==> src/rtl/planar_pixel_fifo_if.sv <==
// rtl/planar_pixel_fifo_if.sv - plane-word input / packed-pixel output bundle of the planar pixel FIFO
interface planar_pixel_fifo_if #(
    parameter int CH_BITS      = 4,
    parameter int PIX_PER_WORD = 8,
    parameter int LOG2DEPTH    = 6
);
    localparam int WORD_W = CH_BITS * PIX_PER_WORD;
    localparam int PIX_W  = 3 * CH_BITS;

    logic              flush;
    logic [WORD_W-1:0] r_data;
    logic [WORD_W-1:0] g_data;
    logic [WORD_W-1:0] b_data;
    logic              r_rts;
    logic              g_rts;
    logic              b_rts;
    logic              in_rtr;
    logic [PIX_W-1:0]  out_pixel;
    logic              out_rts;
    logic              out_rtr;
    logic [LOG2DEPTH:0] level;
    logic              underrun;
    logic              underrun_clr;

    // Producer / consumer side (plane fetchers, VGA stage, control)
    modport master (
        output flush, r_data, g_data, b_data, r_rts, g_rts, b_rts,
        output out_rtr, underrun_clr,
        input  in_rtr, out_pixel, out_rts, level, underrun
    );

    // FIFO side
    modport slave (
        input  flush, r_data, g_data, b_data, r_rts, g_rts, b_rts,
        input  out_rtr, underrun_clr,
        output in_rtr, out_pixel, out_rts, level, underrun
    );
endinterface

==> src/rtl/planar_pixel_fifo.sv <==
// rtl/planar_pixel_fifo.sv - planar R/G/B word to packed RGB pixel FIFO with level, flush and underrun
module planar_pixel_fifo #(
    parameter int                     CH_BITS      = 4,
    parameter int                     PIX_PER_WORD = 8,
    parameter int                     DEPTH        = 64,
    parameter int                     LOG2DEPTH    = 6,
    parameter logic [3*CH_BITS-1:0]   FILL_PIXEL   = '0
) (
    input logic               clk,
    input logic               rst_,
    planar_pixel_fifo_if.slave bus
);
    localparam int PIX_W = 3 * CH_BITS;
    localparam int LVL_W = LOG2DEPTH + 1;
    localparam logic [LVL_W-1:0]     DEPTH_L  = LVL_W'(DEPTH);
    localparam logic [LVL_W-1:0]     PPW_L    = LVL_W'(PIX_PER_WORD);
    localparam logic [LVL_W-1:0]     ONE_L    = LVL_W'(1);
    localparam logic [LOG2DEPTH-1:0] PTR_STEP = LOG2DEPTH'(PIX_PER_WORD);
    localparam logic [LOG2DEPTH-1:0] PTR_ONE  = LOG2DEPTH'(1);

    logic [PIX_W-1:0]     mem [DEPTH];
    logic [LOG2DEPTH-1:0] rd_ptr;
    logic [LOG2DEPTH-1:0] wr_ptr;
    logic [LVL_W-1:0]     level_q;
    logic [LVL_W-1:0]     level_nxt;
    logic                 underrun_q;
    logic                 in_xfc;
    logic                 out_xfc;
    logic                 out_rts_w;

    // A beat is taken only when a whole word fits against the current level;
    // a pop in the same cycle does not open room for it.
    assign in_xfc    = bus.r_rts & bus.g_rts & bus.b_rts & ~bus.flush
                     & ((DEPTH_L - level_q) >= PPW_L);
    assign out_rts_w = (level_q != '0) & ~bus.flush;
    assign out_xfc   = out_rts_w & bus.out_rtr;

    assign bus.in_rtr    = in_xfc;
    assign bus.out_rts   = out_rts_w;
    assign bus.out_pixel = out_rts_w ? mem[rd_ptr] : FILL_PIXEL;
    assign bus.level     = level_q;
    assign bus.underrun  = underrun_q;

    // Next occupancy: a word in and a pixel out may coincide
    always_comb begin
        level_nxt = level_q;
        if (in_xfc)  level_nxt = level_nxt + PPW_L;
        if (out_xfc) level_nxt = level_nxt - ONE_L;
    end

    // Unpack a beat into PIX_PER_WORD entries; the address wraps so a word may straddle the end
    always_ff @(posedge clk) begin
        if (rst_ && in_xfc) begin
            for (int k = 0; k < PIX_PER_WORD; k++) begin
                mem[wr_ptr + LOG2DEPTH'(k)] <= {bus.r_data[k*CH_BITS +: CH_BITS],
                                                bus.g_data[k*CH_BITS +: CH_BITS],
                                                bus.b_data[k*CH_BITS +: CH_BITS]};
            end
        end
    end

    // Pointers and occupancy; flush empties the FIFO at frame start
    always_ff @(posedge clk) begin
        if (!rst_) begin
            rd_ptr  <= '0;
            wr_ptr  <= '0;
            level_q <= '0;
        end else if (bus.flush) begin
            rd_ptr  <= '0;
            wr_ptr  <= '0;
            level_q <= '0;
        end else begin
            if (in_xfc)  wr_ptr <= wr_ptr + PTR_STEP;
            if (out_xfc) rd_ptr <= rd_ptr + PTR_ONE;
            level_q <= level_nxt;
        end
    end

    // Sticky starvation flag; a new underrun beats a simultaneous clear, flush leaves it alone
    always_ff @(posedge clk) begin
        if (!rst_) begin
            underrun_q <= 1'b0;
        end else if (bus.out_rtr && (level_q == '0) && !bus.flush) begin
            underrun_q <= 1'b1;
        end else if (bus.underrun_clr) begin
            underrun_q <= 1'b0;
        end
    end
endmodule

==> src/flat_wrapper.sv <==
// flat-port wrapper written by rule: the top's interface ports become plain ports
module planar_pixel_fifo_flat 
#(
    parameter int                     CH_BITS      = 4,
    parameter int                     PIX_PER_WORD = 8,
    parameter int                     DEPTH        = 64,
    parameter int                     LOG2DEPTH    = 6,
    parameter logic [3*CH_BITS-1:0]   FILL_PIXEL   = '0
)
  (clk, rst_, bus_flush, bus_r_data, bus_g_data, bus_b_data, bus_r_rts, bus_g_rts, bus_b_rts, bus_out_rtr, bus_underrun_clr, bus_in_rtr, bus_out_pixel, bus_out_rts, bus_level, bus_underrun);
  planar_pixel_fifo_if #(.CH_BITS(CH_BITS), .PIX_PER_WORD(PIX_PER_WORD), .LOG2DEPTH(LOG2DEPTH)) bus_i ();
  input logic clk;
  input logic rst_;
  input wire logic [$bits(bus_i.flush)-1:0] bus_flush;
  input wire logic [$bits(bus_i.r_data)-1:0] bus_r_data;
  input wire logic [$bits(bus_i.g_data)-1:0] bus_g_data;
  input wire logic [$bits(bus_i.b_data)-1:0] bus_b_data;
  input wire logic [$bits(bus_i.r_rts)-1:0] bus_r_rts;
  input wire logic [$bits(bus_i.g_rts)-1:0] bus_g_rts;
  input wire logic [$bits(bus_i.b_rts)-1:0] bus_b_rts;
  input wire logic [$bits(bus_i.out_rtr)-1:0] bus_out_rtr;
  input wire logic [$bits(bus_i.underrun_clr)-1:0] bus_underrun_clr;
  output wire logic [$bits(bus_i.in_rtr)-1:0] bus_in_rtr;
  output wire logic [$bits(bus_i.out_pixel)-1:0] bus_out_pixel;
  output wire logic [$bits(bus_i.out_rts)-1:0] bus_out_rts;
  output wire logic [$bits(bus_i.level)-1:0] bus_level;
  output wire logic [$bits(bus_i.underrun)-1:0] bus_underrun;
  assign bus_i.flush = bus_flush;
  assign bus_i.r_data = bus_r_data;
  assign bus_i.g_data = bus_g_data;
  assign bus_i.b_data = bus_b_data;
  assign bus_i.r_rts = bus_r_rts;
  assign bus_i.g_rts = bus_g_rts;
  assign bus_i.b_rts = bus_b_rts;
  assign bus_i.out_rtr = bus_out_rtr;
  assign bus_i.underrun_clr = bus_underrun_clr;
  assign bus_in_rtr = bus_i.in_rtr;
  assign bus_out_pixel = bus_i.out_pixel;
  assign bus_out_rts = bus_i.out_rts;
  assign bus_level = bus_i.level;
  assign bus_underrun = bus_i.underrun;
  planar_pixel_fifo #(.CH_BITS(CH_BITS), .PIX_PER_WORD(PIX_PER_WORD), .DEPTH(DEPTH), .LOG2DEPTH(LOG2DEPTH), .FILL_PIXEL(FILL_PIXEL)) u_core (.clk(clk), .rst_(rst_), .bus(bus_i));
endmodule
==> config.mk <==
export PLATFORM = sky130hd
export DESIGN_NAME = planar_pixel_fifo_flat
export DESIGN_NICKNAME = d
export VERILOG_FILES = /design/src/rtl/planar_pixel_fifo_if.sv /design/src/rtl/planar_pixel_fifo.sv /design/src/flat_wrapper.sv
export SDC_FILE = /design/constraint.sdc
export NUM_CORES = 1
export LEC_CHECK = 0
export ABC_AREA = 1
export BUFFER_PORTS_ARGS = -buffer_cell sky130_fd_sc_hd__buf_4
export CAP_MARGIN = 20
export CELL_PAD_IN_SITES_DETAIL_PLACEMENT = 0
export CELL_PAD_IN_SITES_GLOBAL_PLACEMENT = 1
export CORE_ASPECT_RATIO = 1.5
export CORE_UTILIZATION = 53
export CTS_CLUSTER_SIZE = 28
export DETAILED_ROUTE_END_ITERATION = 10
export PLACE_DENSITY = 0.93
export SLEW_MARGIN = 20
export SYNTH_ARGS = -nofsm -noshare
export SYNTH_HDL_FRONTEND = slang
export SYNTH_SLANG_ARGS = --single-unit
==> constraint.sdc <==
create_clock -name clk -period 27.5 [get_ports clk]
set_input_delay 1.375 -clock clk [delete_from_list [all_inputs] [get_ports clk]]
set_output_delay 1.375 -clock clk [all_outputs]
set_load 0.02 [all_outputs]
==> out/qor.csv, run 1 <==
metric,value,unit
"Largest stage delay, worst path",1.02,ns
worst-path fanout max,104,
drt pass-1 iters,6,
cell family with most CP delay,buffers and inverters,
width of the die,200,um
Max Fclk,158,MHz
Setup crit end kind,output pin,
initial cell density of the core,0.538,
Num CTS Buffers,71,
Worst path depth,11,
slowest cell on the critical path,dfxtp_4,
Slew Limit Fails,0,
share of cells above drive strength 1,0.116,
initial DRC count,2849,
Synth top cells by count,"edfxtp_1, nor2_1, o21ai_0",
Cell variety after synth,27,
Tot Pwr,2.40,mW
Critical Path Source Type,flip-flop,
post-synth top area cell,edfxtp_1,
# Post-CTS Setup Buffers,0,
residual DRC count,0,
remaining global-route overflow,0,
# hold bufs at CTS,0,
Setup Viol. Count Final,0,
Fill cells,4210,
Max rail drop VDD,0.0000422,V
Post-Synthesis Cells,2327,
"EDFF count, synth",768,
MaxCap Viol Count,0,
Post-Route WL,82800,um
IO Port Bufs,125,
total core area,0.0580,mm^2
CP Cell Sequence,buf_4 -> buf_4 -> nand2_1 -> nand3_1 -> nand2_1 -> a21oi_1 -> o31ai_1 -> nand3_1 -> nand3_1 -> a21oi_1 -> buf_4,
Final ANT Viol Nets,0,
Leak Pwr,11.5,nW
first-pass GRT wire length,123000,um
Worst Setup EP,bus_out_pixel[7],
htree depth,3,
vias in the first global route,19900,
RSZ-0062 raised after global routing,false,
Worst R2R Setup Slack,23.28,ns
Tcrit/Tclk final,0.230,
number of synthesized register bits,791,
num rows,108,
Worst-path clk slew,0.07,ns
synth top area cells,"edfxtp_1, o21ai_0, nor2_1",
Skew-Pair Late Insertion Delay,0.61,ns
Clock Root Buffer,clkbuf_16,
status,"complete, no violations",
Mapped Nets,2437,
DPL Wire Length,47500,um
die area,0.0598,mm^2
hold wc startpoint,u_core.bus.underrun,
syn avg cell area,13.4,um^2
post-CTS sizing,0,
Synth Flop Type,edfxtp_1,
pin count of the biggest net entering global routing,161,
most numerous cell in the Yosys netlist,edfxtp_1,
share of the yosys chip area belonging to registers,0.755,
CP Class,reg -> out,
crit path buf inv count,3,
R2R depth,12,
via count,20500,
DR vias/cell,6.34,
Worst slew margin,0.234,
Clock Skews,0.0239,ns
routed length per placed instance,25.6,um
Yosys top cell area share,0.740,
CTS tree,built,
reg2reg start,u_core.bus.level[0],
YS warnings,0,
I/O pin count,126,
Critical R2R Capture,u_core.mem[33][7],
Max clock buf depth,3,
antenna violations before repair,13,
min Tclk post-route,6.33,ns
Worst Hold Class,reg -> reg,
Fin. Hold Viols,0,
Layout area overhead,12.5,%
"Req. time, crit path",26.12,ns
clock sinks,791,
Die Ht,299,um
area of the mapped netlist,0.0312,mm^2
ys async rst share,0,
CP arrival,4.96,ns
actual slew at the worst max-slew pin,1.15,ns
global-route usage over all layers,0.279,
RD Place Congestion,0.863,
power density over the cells,68.6,mW/mm^2
setup TNS,0,ns
Nets,2501,
[through the flow]
step	hold WS, ns	worst slack (ns)	utilization	std cells	cell area [um^2]
detailed placement	0.476	21.83	0.562	3087	32600
global route	0.526	20.85	0.605	3230	35100
CTS	0.492	21.20	0.604	3219	35000
global placement	0.465	21.86	0.562	3087	32600
finish	0.502	21.17	0.605	3232	35100
floorplan	0.447	18.12	-	2327	31200
[layer usage]
layer  vias up  global-route usage  share of wire
li1       8906                   -              -
met1     10100               0.355           0.36
met2      1257               0.461           0.50
met3       203              0.0503          0.092
met4         6               0.133          0.042
met5         -                   0        0.00041
[power breakdown]
group          switching (mW)  internal [mW]
Sequential            0.00118           1.32
Clock                   0.438          0.595
Combinational          0.0337         0.0145
Total                   0.473           1.93
[worst register-to-register path, cell delays in order (launching register included)]
cell,delay [ns]
dfxtp_1,0.35
clkinv_1,0.22
ha_1,0.32
nand2_1,0.10
o21ai_0,0.07
nand2_1,0.07
nor2_1,0.04
nand2_1,0.13
nand2_2,0.15
inv_1,0.20
nand3_1,0.33
nor2_4,0.89
buf_4,0.92
[cells in the final DEF (no fill, tap or decap), drive strengths merged]
cell type	netlist	final
edfxtp	768	768
nor2	422	422
o21ai	358	358
nand3	197	197
buf	57	158
o221ai	132	132
nand2	121	121
clkbuf	110	82
a21oi	49	49
o211ai	36	36
clkinv	1	36
inv	23	26
dfxtp	23	23
o31ai	13	13
diode	0	12
bufinv	0	11
ha	6	6
nor3	4	4
nand4	2	2
xor2	2	2
a31oi	1	1
nand3b	1	1
xnor2	1	1
clkinvlp	0	1
[registers in the layout, summed over array words and instances (netlist names), named ones only]
name,cells
u_core.rd_ptr,6
u_core.wr_ptr,3
u_core.bus.level,7
u_core.mem,768
u_core.bus.underrun,1
[worst min path at each step]
| stage | endpoint | cells past startpoint |
|---|---|---|
| after floorplan | flip-flop | 2 |
| after global placement | flip-flop | 2 |
| after detailed placement | flip-flop | 2 |
| after CTS | flip-flop | 2 |
| after global routing | flip-flop | 2 |
| final | u_core.bus.underrun | 2 |
[final cells by class]
cell class,count,area [um^2],share of cell area
Inverter,24,101,0.00289
Antenna cell,12,30.0,0.000856
Sequential cell,791,23500,0.671
Tap cell,770,963,0.0275
Timing Repair Buffer,158,1210,0.0345
Clock inverter,50,582,0.0166
Multi-Input combinational cell,1345,6790,0.194
Clock buffer,82,1860,0.0530
[cells by family after synthesis]
group | share of synthesized area
flops | 0.755
compound gates | 0.114
fa+ha+maj | 0.00241
xor+xnor | 0.000843
buf+inv | 0.0291
simple gates | 0.0984
Power figures use the tool's default switching activity.
==> run 2: changes to the inputs <==
--- a/config.mk
+++ b/config.mk
@@ -11,10 +11,10 @@
 export CELL_PAD_IN_SITES_DETAIL_PLACEMENT = 0
 export CELL_PAD_IN_SITES_GLOBAL_PLACEMENT = 1
 export CORE_ASPECT_RATIO = 1.5
-export CORE_UTILIZATION = 53
+export CORE_UTILIZATION = 46
 export CTS_CLUSTER_SIZE = 28
 export DETAILED_ROUTE_END_ITERATION = 10
-export PLACE_DENSITY = 0.93
+export PLACE_DENSITY = 0.86
 export SLEW_MARGIN = 20
 export SYNTH_ARGS = -nofsm -noshare
 export SYNTH_HDL_FRONTEND = slang
==> constraint.sdc (replaced) <==
create_clock -name clk -period 5.8 [get_ports clk]
set_input_delay 0.29 -clock clk [delete_from_list [all_inputs] [get_ports clk]]
set_output_delay 0.29 -clock clk [all_outputs]
set_load 0.02 [all_outputs]
==> run 2 against run 1 <==
Against the previous run:
- first-iteration DRC count shrank 14%
- combinational power grew to 6.4 times the previous value
- clock-buffer cell count unchanged
- utilization fell by 6.6 points
- final cell count up 5.9%
- setup slack got worse by 20 ns
- flip-flop and latch count unchanged
- largest power group unchanged
==> out/qor.csv, run 2 (synthesis results as in run 1) <==
metric,value,unit
Clock Power Share,0.414,
Worst Hold Class,in -> reg,
"commonest non-fill, non-tap cell in the layout",edfxtp_1,
Multi-input gate area,0.00680,mm^2
internal power,9.06,mW
dpl ws,1.90,ns
Nets,2595,
total core area,0.0669,mm^2
Layout area overhead,15.8,%
min Tclk post-route,4.61,ns
Max rail drop VDD,0.000181,V
Reg with most FFs,u_core.mem,
die area,0.0688,mm^2
Setup crit end kind,output pin,
Fin Hold WS,0.0207,ns
Tcrit/Tclk final,0.795,
Worst-path clk slew,0.07,ns
Fill cells,5282,
actual slew at the worst max-slew pin,1.11,ns
global-route usage over all layers,0.243,
switching part of the total power,0.194,
htree depth,3,
antenna violations before repair,6,
residual DRC count,0,
Skew-Pair Late Insertion Delay,0.61,ns
Critical Path Source Type,flip-flop,
Reg power frac,0.558,
initial cell density of the core,0.466,
# Post-CTS Setup Buffers,0,
via count,20700,
CP arrival,4.32,ns
Reg area,0.0235,mm^2
Leak Pwr,11.9,nW
width of the die,215,um
Switch Pwr,2.17,mW
Fin. Hold Viols,0,
Clock Skews,0.0216,ns
first-pass GRT wire length,125000,um
DR vias/cell,6.05,
"commonest non-fill, non-tap cells in the layout","edfxtp_1, nor2_1, o21ai_0, nand3_1, buf_4",
clock sinks,791,
IO Port Bufs,125,
RSZ-0062 raised after global routing,false,
Num CTS Buffers,68,
power share of the combinational group,0.027,
drt pass-1 iters,8,
Worst slew margin,0.263,
routed length per placed instance,24.8,um
I/O pin count,126,
Clock Root Buffer,clkbuf_16,
PnR worst setup slack,1.19,ns
number of flip-flops in the largest register,768,
share of cells above drive strength 1,0.107,
DPL Wire Length,49200,um
Die Ht,321,um
power density over the cells,311,mW/mm^2
"Req. time, crit path",5.51,ns
Max clock buf depth,3,
MaxCap Viol Count,0,
initial DRC count,2445,
remaining global-route overflow,0,
Post-Route WL,84900,um
worst-path fanout max,210,
status,"complete, no violations",
Max Fclk,217,MHz
num rows,116,
CTS tree,built,
Setup Viol. Count Final,0,
CP Class,reg -> out,
pin count of the biggest net entering global routing,234,
RD Place Congestion,0.868,
Slew Limit Fails,0,
Final ANT Viol Nets,0,
vias in the first global route,20400,
post-CTS sizing,0,
run 2: cell types whose count changed in the layout (fill, tap and decap cells not counted), sizes merged:
cell	previous run	this run
bufinv	11	10
diode	12	5
inv	26	23
dlygate4sd3	0	93
buf	158	162
clkinv	36	25
run 2: worst paths after layout:
path / startpoint / to / slack (ns) / cells after the start
worst max-delay path: flip-flop / bus_out_pixel[3] / 1.19 / 9
worst min-delay path: bus_b_data[29] / u_core.mem[23][1] / 0.02 / 1
worst max register to register: u_core.bus.level[0] / u_core.mem[6][4] / 2.01 / 13
worst min register to register: u_core.rd_ptr[0] / u_core.rd_ptr[0] / 0.51 / 1
run 2: area by class of cell:
class / count / area share
clock inverters: 35 / 0.0119
inverters: 24 / 0.00295
repair buffers: 255 / 0.0632
flip-flops and latches: 791 / 0.652
diodes: 5 / 0.000347
well taps: 885 / 0.0307
multi-input cells: 1345 / 0.189
clock buffers: 82 / 0.0504
run 2: power by group through the flow:
stage	Clock (mW)	Sequential (mW)	Combinational [mW]
3_5_place_dp	0	6.40	0.249
4_1_cts	4.68	6.27	0.306
5_1_grt	4.90	6.27	0.322
3_3_place_gp	0	6.40	0.243
2_1_floorplan	0	6.40	0.0538
6_report	4.65	6.27	0.308
run 2: timing repair:
action / in CTS / in global routing
hold buffers: 92 / 1
endpoints found under the hold margin: 680 / 1
endpoints found under the setup margin: 0 / 0
run 2: routing by layer:
metal / vias to the layer above / global-route usage / share of wire
met5: - / 0 / 0
met4: 0 / 0.115 / 0.046
met3: 199 / 0.0400 / 0.086
met2: 1124 / 0.408 / 0.49
met1: 10300 / 0.310 / 0.38
li1: 9081 / - / -
run 2: stage by stage:
| stage | utilization | total power [mW] | std cells | setup TNS (ns) | area [um^2] |
|---|---|---|---|---|---|
| final | 0.539 | 11.2 | 3422 | 0 | 36100 |
| after global routing | 0.539 | 11.5 | 3422 | 0 | 36100 |
| after CTS | 0.538 | 11.3 | 3414 | 0 | 36000 |
| after detailed placement | 0.491 | 6.65 | 3205 | 0 | 32800 |
| after global placement | 0.491 | 6.64 | 3204 | 0 | 32800 |
| after floorplan | - | 6.46 | 2327 | -410.44 | 31200 |
run 2: worst max-delay path, stage by stage, from the launching register on:
cell and delay (ns):
dfxtp_4 0.95, clkinv_8 0.84, buf_4 0.58, o21ai_0 0.26, o221ai_1 0.22, nand3_1 0.14
nand3_1 0.11, nand3_1 0.12, a21oi_1 0.15, buf_4 0.20
